===== src/rtl/serial_add_ctrl.sv =====
// Bit-serial adder sequencer: one shared full-adder cell, one bit per clock, LSB first.
// Operands are captured on accept; the result is held in DONE until the consumer takes it.
module serial_add_ctrl #(
    parameter int WIDTH = 11,
    localparam int CNT_W = $clog2(WIDTH)
) (
    input  logic             clk,
    input  logic             rst,
    input  logic             in_valid,
    output logic             in_ready,
    input  logic [WIDTH-1:0] a,
    input  logic [WIDTH-1:0] b,
    input  logic             cin,
    output logic             out_valid,
    input  logic             out_ready,
    output logic [WIDTH-1:0] sum,
    output logic             cout,
    output logic             busy
);

    // Handshakes: a transfer happens on a rising edge where valid && ready are both high.
    // in_ready depends only on state; in_valid is neither queued nor remembered while busy.
    typedef enum logic [1:0] {
        IDLE = 2'd0,
        RUN  = 2'd1,
        DONE = 2'd2
    } state_t;

    state_t             state_q;
    state_t             state_d;
    logic [WIDTH-1:0]   opa;
    logic [WIDTH-1:0]   opb;
    logic               carry;
    logic [CNT_W-1:0]   idx;
    logic               bit_a;
    logic               bit_b;
    logic               s;
    logic               c;
    logic               last_bit;

    assign bit_a    = opa[idx];
    assign bit_b    = opb[idx];
    assign s        = bit_a ^ bit_b ^ carry;
    assign c        = (bit_a & bit_b) | (carry & (bit_a | bit_b));
    assign last_bit = (idx == CNT_W'(WIDTH - 1));

    assign in_ready  = (state_q == IDLE);
    assign out_valid = (state_q == DONE);
    assign busy      = (state_q != IDLE);

    always_ff @(posedge clk) begin
        if (rst) begin
            state_q <= IDLE;
        end else begin
            state_q <= state_d;
        end
    end

    always_comb begin
        state_d = state_q;
        case (state_q)
            IDLE:    if (in_valid) state_d = RUN;
            RUN:     if (last_bit) state_d = DONE;
            DONE:    if (out_ready) state_d = IDLE;
            default: state_d = IDLE;
        endcase
    end

    always_ff @(posedge clk) begin
        if (rst) begin
            opa   <= '0;
            opb   <= '0;
            carry <= 1'b0;
            idx   <= '0;
            sum   <= '0;
            cout  <= 1'b0;
        end else begin
            case (state_q)
                IDLE: begin
                    if (in_valid) begin
                        opa   <= a;
                        opb   <= b;
                        carry <= cin;
                        sum   <= '0;
                        idx   <= '0;
                    end
                end
                RUN: begin
                    sum[idx] <= s;
                    carry    <= c;
                    // The final carry is the only path to cout; sum wraps modulo 2^WIDTH.
                    if (last_bit) begin
                        cout <= c;
                    end else begin
                        idx <= idx + CNT_W'(1);
                    end
                end
                default: ;
            endcase
        end
    end

endmodule


===== config.mk =====
export PLATFORM = sky130hd
export DESIGN_NAME = serial_add_ctrl
export DESIGN_NICKNAME = d
export VERILOG_FILES = /design/src/rtl/serial_add_ctrl.sv
export SDC_FILE = /design/constraint.sdc
export NUM_CORES = 1
export LEC_CHECK = 0
export CORE_MARGIN = 1.5
export CORE_UTILIZATION = 50
export CTS_CLUSTER_SIZE = 14
export DETAILED_ROUTE_END_ITERATION = 12
export PLACE_DENSITY_LB_ADDON = 0.15
export SYNTH_ARGS = -nofsm -noshare
export SYNTH_HDL_FRONTEND = slang
export SYNTH_SLANG_ARGS = --single-unit

===== constraint.sdc =====
create_clock -name clk -period 3.5 [get_ports clk]
set_clock_uncertainty 0.2 [all_clocks]
set_input_delay 0.525 -clock clk [delete_from_list [all_inputs] [get_ports clk]]
set_output_delay 0.525 -clock clk [all_outputs]
set_load 0.01 [all_outputs]

==> results.md, run 1 <==
* Starting density of the core at 53.1%
* Hold violation count in the final report at 0
* Final period utilization at 78.2%
* Number of search-and-repair iterations in the first detailed-routing pass at 4
* Setup crit end kind: flip-flop
* Pins Over Slew Limit at 0
* Total number of vias at ~1600
* Die height at 66.0 µm
* Leakage component of the power at around 0.85 nW
* Number of buffers between clock root and the deepest sink at 2
* Yosys warning count at 0
* Fin crit period at 2.74 ns
* Post-synthesis net count at between 200 and 300
* Number of clock sinks at 41
* Avg Inst Size Synth at 8.68 µm²
* CTS Root Buffer Type: sky130_fd_sc_hd__clkbuf_8
* Sequential cell area at 821 µm²
* Status: completed
* Number of buffers inserted by port buffering at 41
* R2r endpoint: sum[3]
* Simple-gate area share of the yosys netlist at between 20 and 25%
* Register area share after synthesis at 41.3%
* Worst r2r path cells at 6
* Post-synthesis compound-gate area fraction at 11.6%
* Post-CTS setup buffer count at 0
* H-tree levels at 2
* Post-synth design cell area at approximately 0.002 mm²
* Estimated wirelength of the detail-placed design at about 2800 µm
* Total DRC errors in the routed layout at 0
* RR Startpoint: idx[0]
* Antenna violations before repair at 0
* Worst endpoint data arrival time at 2.76 ns
* Hold Path Class: flip-flop to flip-flop
* Die area at 0.00436 mm²
* Drt first-iter violations at 110
* Detail Route met3 WL at 122 µm
* Filler cells at roughly 360
* Row count at 22
* Die width at ~66 µm
* Fmax at 365 MHz
* Clock tree from TritonCTS: built
* Most used flip-flop cell after synthesis: sky130_fd_sc_hd__dfxtp_1
* Critical path startpoint: idx[0]
* Metal-1 WL at 1780 µm
* Topmost layer with routed signal wires: met4
* Worst Path Class, Setup: flip-flop to flip-flop
* Diode count at 0
* EDFF count, synth at 0
* Routed length on met2 at approximately 1900 µm
* Total Nets Final at 296
* Total global routing overflow at 0
* Multi-input logic area at just over 0.001 mm²
* Hold buffers post-CTS at 0
* Global placer's final weighted congestion at ~0.80
* Gates resized, CTS repair at 0
* Maximum fanout along the worst path at 11
* Number of buffers inserted during clock tree synthesis at 5
* Xor and xnor area share after synthesis at 0%
* Synthesized netlist cell count at between 200 and 250
* Remaining antenna violation count at 0
* Number of top-level pins at 42
* Final TNS setup at 0 ns
* IR drop worst, VDD at 0.000302 V
* Final WL at a little under 4000 µm
* Number of synthesized register bits at 41
* Total global routing track utilization at 20.3%
* Data required, critical path at roughly 3.5 ns
* Floorplan core area at 0.00374 mm²
* Combinational family with the most area after synthesis: simple AND/OR/NAND/NOR gates
* Hold Path Cell Cnt at 2
* Worst skew pair latency at 0.29 ns
* Fraction of synthesis flops using an asynchronous set or reset pin at 0%
* Wire length per cell after detailed routing at 12.4 µm
* Synth unique cells at 33
* Via count of the first global-routing pass at 1534
* R2R Setup Slk at around 0.76 ns
* Power density of the placed cells at 377 mW/mm²
* Pin count of the biggest net entering global routing at 42
* Slew at the pin with the worst max-slew slack at about 0.8 ns
* Relative slew margins at 47.6%
* Termination of the worst setup path: sum[3]
* Final number of setup-violating endpoints at 0
* CP startpoint kind: flip-flop
* Share of cells above drive strength 1 at 14.7%
* Adder and majority gate portion of the synthesized area at 3.53%
* Setup repair after global routing missed its margin: no
* Max-capacitance violation count at 0
* PnR Total Power at 0.927 mW
* Clock Pin Slew Worst Setup and Hold Paths at ~0.07 ns
* First-pass GRT wire length at 6790 µm
* Via density per instance at 5.16
* Area growth from synthesis to layout at 23.7%
* Mux cell area share after synthesis at between 10% and 20%
## cells by family (layout without fill, tap and decap cells)
kind of cell / count (synthesis) / after routing
AOI/OAI and AO/OA: 43 / 43
buffers and inverters: 22 / 58
and+or+nand+nor: 100 / 100
muxes: 18 / 18
DFF: 41 / 41
adders and majority gates: 5 / 5
## Yosys cell counts, types with 2 or more instances
| cell type | n | area share [%] |
|---|---|---|
| sky130_fd_sc_hd__mux2_1 | 6 | 3.4 |
| sky130_fd_sc_hd__mux2_2 | 4 | 2.3 |
| sky130_fd_sc_hd__nand3_1 | 11 | 2.8 |
| sky130_fd_sc_hd__nor2_1 | 19 | 3.6 |
| sky130_fd_sc_hd__clkbuf_1 | 7 | 1.3 |
| sky130_fd_sc_hd__a22o_1 | 2 | 0.88 |
| sky130_fd_sc_hd__mux2i_1 | 4 | 2.0 |
| sky130_fd_sc_hd__ha_1 | 4 | 2.5 |
| sky130_fd_sc_hd__buf_2 | 4 | 1.0 |
| sky130_fd_sc_hd__nand3b_1 | 3 | 1.1 |
| sky130_fd_sc_hd__and2b_1 | 2 | 0.76 |
| sky130_fd_sc_hd__a21oi_1 | 35 | 8.8 |
| sky130_fd_sc_hd__inv_1 | 5 | 0.94 |
| sky130_fd_sc_hd__dfxtp_1 | 41 | 41 |
| sky130_fd_sc_hd__mux4_2 | 4 | 4.5 |
| sky130_fd_sc_hd__a211oi_1 | 2 | 0.76 |
| sky130_fd_sc_hd__nand2_2 | 20 | 6.3 |
| sky130_fd_sc_hd__nor2b_1 | 2 | 0.63 |
| sky130_fd_sc_hd__nand2_1 | 35 | 6.6 |
| sky130_fd_sc_hd__buf_6 | 5 | 2.8 |
| sky130_fd_sc_hd__o21ai_0 | 2 | 0.50 |
## layer usage
layer  GRT usage [%]  up-vias
met1            26.1      744
met5               0        -
met2            33.3       31
met3            3.58        7
li1                -      834
met4            8.67        0
## per-stage QoR
| stage | std cells | setup WS (ns) | hold WS, ns | instance area, µm² | util (%) |
|---|---|---|---|---|---|
| 3_5_place_dp | 305 | 0.759 | 0.251 | 2380 | 63.5 |
| 4_1_cts | 313 | 0.757 | 0.260 | 2460 | 65.6 |
| 6_report | 313 | 0.761 | 0.258 | 2460 | 65.6 |
| 5_1_grt | 313 | 0.653 | 0.284 | 2460 | 65.6 |
| 3_3_place_gp | 305 | 0.819 | 0.245 | 2380 | 63.5 |
| 2_1_floorplan | 229 | 0.931 | 0.236 | 1990 | - |
## cell type report
class | count | area share [%]
Timing Repair Buffer | 45 | 17.9
Clock buffer | 8 | 3.26
Multi-Input combinational cell | 166 | 42.2
Tap cell | 48 | 2.44
Inverter | 5 | 0.764
Sequential cell | 41 | 33.4
## worst min-delay path by stage
stage / startpoint / end
final: opa[10] / opa[10]
after global routing: opb[8] / opb[8]
after CTS: opb[6] / opb[6]
after detailed placement: opb[6] / opb[6]
after global placement: opa[10] / opa[10]
after floorplan: opa[8] / opa[8]
## report_power, final
group / internal (mW) / switching (mW) / total (mW)
Combinational: 0.0688 / 0.0692 / 0.138
Sequential: 0.486 / 0.0163 / 0.502
Clock: 0.142 / 0.145 / 0.287
## placed cells by master (no fill, tap or decap), types with 5 or more instances in the layout
cell type                         instances
sky130_fd_sc_hd__dfxtp_1                 41
sky130_fd_sc_hd__clkdlybuf4s50_1         41
sky130_fd_sc_hd__inv_1                    5
sky130_fd_sc_hd__nand2_1                 35
sky130_fd_sc_hd__a21oi_1                 35
sky130_fd_sc_hd__mux2_1                   6
sky130_fd_sc_hd__clkbuf_8                 5
sky130_fd_sc_hd__nand2_2                 20
sky130_fd_sc_hd__nand3_1                 11
sky130_fd_sc_hd__nor2_1                  19
## worst max-delay path, cell delays in order, from the launching register on
cell	delay, ns
sky130_fd_sc_hd__dfxtp_1	0.47
sky130_fd_sc_hd__mux4_2	0.54
sky130_fd_sc_hd__a22o_1	0.24
sky130_fd_sc_hd__a21oi_1	0.16
sky130_fd_sc_hd__fa_1	0.57
sky130_fd_sc_hd__or3_1	0.39
sky130_fd_sc_hd__a21oi_1	0.13
## registers in the layout (all words and copies together) (netlist names)
name and flops:
cout 1, carry 1, opa 11, idx 4, opb 11, state_q 2, sum 11
Note: power is estimated with default switching activity, not from simulation.
==> run 2: changes to the inputs <==
- clock period: 3.5 -> 2.8 ns (I/O delays scaled with it)
==> run 2 against run 1 <==
  * Worst setup slack worse by 0.62 ns
  * Clock power is 26% higher
  * Via count increased by 0.50%
  * Sequential power is 25% higher
  * Count of clock-buffer cells in the layout unchanged
  * Critical path type unchanged
  * Critical endpoint is now sum[6]
  * Largest power group unchanged
  * Highest routed layer unchanged
==> results.md, run 2 (synthesis results as in run 1) <==
* Status: completed (unchanged)
* Setup repair after global routing missed its margin: no (unchanged)
* Estimated wirelength of the detail-placed design at 2700 µm (was 2810 µm)
* Total number of vias at 1624 (was 1616)
* Share of cells above drive strength 1 at 15.4% (was 14.7%)
* Starting density of the core at 53.1% (unchanged)
* Slew at the pin with the worst max-slew slack at 0.459 ns (was 0.782 ns)
* Remaining antenna violation count at 0 (unchanged)
* Wire length per cell after detailed routing at 12.1 µm (was 12.4 µm)
* CTS Root Buffer Type: sky130_fd_sc_hd__clkbuf_8 (unchanged)
* Row count at 22 (unchanged)
* Pin count of the biggest net entering global routing at 42 (unchanged)
* Number of placed instances with taps included at 307 (was 305)
* Via density per instance at 5.16 (about the same)
* Hold Path Cell Cnt at 2 (unchanged)
* Hold Path Class: flip-flop to flip-flop (unchanged)
* Cell breakdown of the critical path: mux4_2, a22o_1, a21oi_1, fa_1, buf_4, mux2_1, nor2_1 (was mux4_2, a22o_1, a21oi_1, fa_1, or3_1, a21oi_1)
* Leakage component of the power at 0.863 nW (was 0.853 nW)
* Setup crit end kind: flip-flop (unchanged)
* Worst endpoint data arrival time at 2.68 ns (was 2.76 ns)
* Max-capacitance violation count at 0 (unchanged)
* Gates resized, CTS repair at 0 (unchanged)
* R2r endpoint: sum[6] (was sum[3])
* Floorplan core area at 0.00374 mm² (unchanged)
* Drt first-iter violations at 91 (was 110)
* Global placer's final weighted congestion at 0.846 (was 0.796)
* Beginning of the worst hold path: opa[8] (was opa[10])
* Total DRC errors in the routed layout at 0 (unchanged)
* Diode count at 0 (unchanged)
* Hold buffers post-CTS at 0 (unchanged)
* Antenna violations before repair at 0 (unchanged)
* Number of buffers inserted by port buffering at 41 (unchanged)
* Most frequent cells in the layout: sky130_fd_sc_hd__dfxtp_1 (41), sky130_fd_sc_hd__clkdlybuf4s50_1 (41), sky130_fd_sc_hd__a21oi_1 (35), sky130_fd_sc_hd__nand2_1 (35), sky130_fd_sc_hd__nand2_2 (20) (unchanged)
* Fin crit period at 2.66 ns (was 2.74 ns)
* Worst skew pair latency at 0.29 ns (about the same)
* Area growth from synthesis to layout at 24.4% (was 23.7%)
* Maximum fanout along the worst path at 9 (was 11)
* Number of buffers between clock root and the deepest sink at 2 (unchanged)
* Hold violation count in the final report at 0 (unchanged)
* Clock tree from TritonCTS: built (unchanged)
* Filler cells at 339 (was 357)
* Relative slew margins at 69.4% (was 47.6%)
* Final period utilization at 94.8% (was 78.2%)
* R2R Setup Slk at 0.14 ns (was 0.76 ns)
* Clock Pin Slew Worst Setup and Hold Paths at 0.07 ns (about the same)
* Cell area after layout at 0.00247 mm² (was 0.00246 mm²)
* Final TNS setup at 0 ns (unchanged)
* Total global routing track utilization at 19.7% (was 20.3%)
* Number of clock sinks at 41 (unchanged)
* Cell area after placement at 0.00239 mm² (was 0.00238 mm²)
* Worst Path Class, Setup: flip-flop to flip-flop (unchanged)
* Crit-path slowest cell: sky130_fd_sc_hd__mux4_2 (was sky130_fd_sc_hd__fa_1)
* First-pass GRT wire length at 6440 µm (was 6790 µm)
* Pins Over Slew Limit at 0 (unchanged)
* CP startpoint kind: flip-flop (unchanged)
* Die height at 66.0 µm (unchanged)
* Slowest Stage Delay on Critical Path at 0.53 ns (was 0.57 ns)
* Number of buffers inserted during clock tree synthesis at 5 (unchanged)
* Worst r2r path cells at 7 (was 6)
* H-tree levels at 2 (unchanged)
* Number of top-level pins at 42 (unchanged)
* Hold EP: opa[8] (was opa[10])
* Via count of the first global-routing pass at 1476 (was 1534)
* Fmax at 377 MHz (was 365 MHz)
* Power density of the placed cells at 472 mW/mm² (was 377 mW/mm²)
* Total Nets Final at 298 (was 296)
* Data required, critical path at 2.83 ns (was 3.52 ns)
* Post-CTS setup buffer count at 0 (unchanged)
* Registers with the highest flip-flop counts: opa x11, opb x11, sum x11 (unchanged)
* Number of search-and-repair iterations in the first detailed-routing pass at 4 (unchanged)
* Final core area utilization at 66.0% (was 65.6%)
* Die area at 0.00436 mm² (unchanged)
* RR Startpoint: idx[0] (unchanged)
* Final number of setup-violating endpoints at 0 (unchanged)
* Final WL at 3810 µm (was 3870 µm)
* Number of non-filler instances in the completed layout at 315 (was 313)
* Die width at 66.0 µm (unchanged)
* IR drop worst, VDD at 0.000331 V (was 0.000302 V)
* Total global routing overflow at 0 (unchanged)
[run 2: power by group]
part,switching (mW),internal [mW]
sequential,0.0196,0.607
combinational,0.0870,0.0894
clock,0.185,0.177
[run 2: layout make-up]
class,count,area [µm²],share of cell area [%]
clock buffers,8,80.1,3.24
inverters,5,18.8,0.759
multi-input cells,166,1040,42.0
flip-flops and latches,41,821,33.2
well taps,48,60.1,2.43
repair buffers,47,455,18.4
[run 2: routing by layer]
layer  part of all wire, %  vias to the layer above  GRT usage [%]  wire, µm
met5                     0                        -              0         0
met1                    46                      743           23.9      1750
met3                   4.0                        6           5.79       154
met4                   1.6                        0           7.65        61
met2                    48                       34           32.7      1850
li1                      -                      841              -         -
[run 2: stage by stage]
| step | total power [mW] | hold WS, ns | setup slack, ns |
|---|---|---|---|
| after floorplan | 0.754 | 0.236 | 0.231 |
| final | 1.17 | 0.254 | 0.145 |
| after global placement | 0.817 | 0.247 | 0.168 |
| after global routing | 1.23 | 0.282 | 0.0000522 |
| after CTS | 1.18 | 0.258 | 0.111 |
| after detailed placement | 0.820 | 0.249 | 0.132 |
[run 2: how the worst max path moves through the flow]
stage                  end  slack [ns]    from
CTS                 sum[6]        0.11  idx[0]
finish              sum[6]        0.14  idx[0]
global route        sum[2]     0.00005  idx[0]
floorplan           sum[4]        0.23  idx[0]
detailed placement  sum[5]        0.13  idx[0]
global placement    sum[0]        0.17  idx[0]
[run 2: worst max-delay path, delay by kind of cell (launching register included)]
family	cells	cell delay [ns]
muxes	2	0.81
buffers and inverters	1	0.19
and+or+nand+nor	1	0.09
AOI/OAI and AO/OA	2	0.38
DFF	1	0.46
adders and majority gates	1	0.47
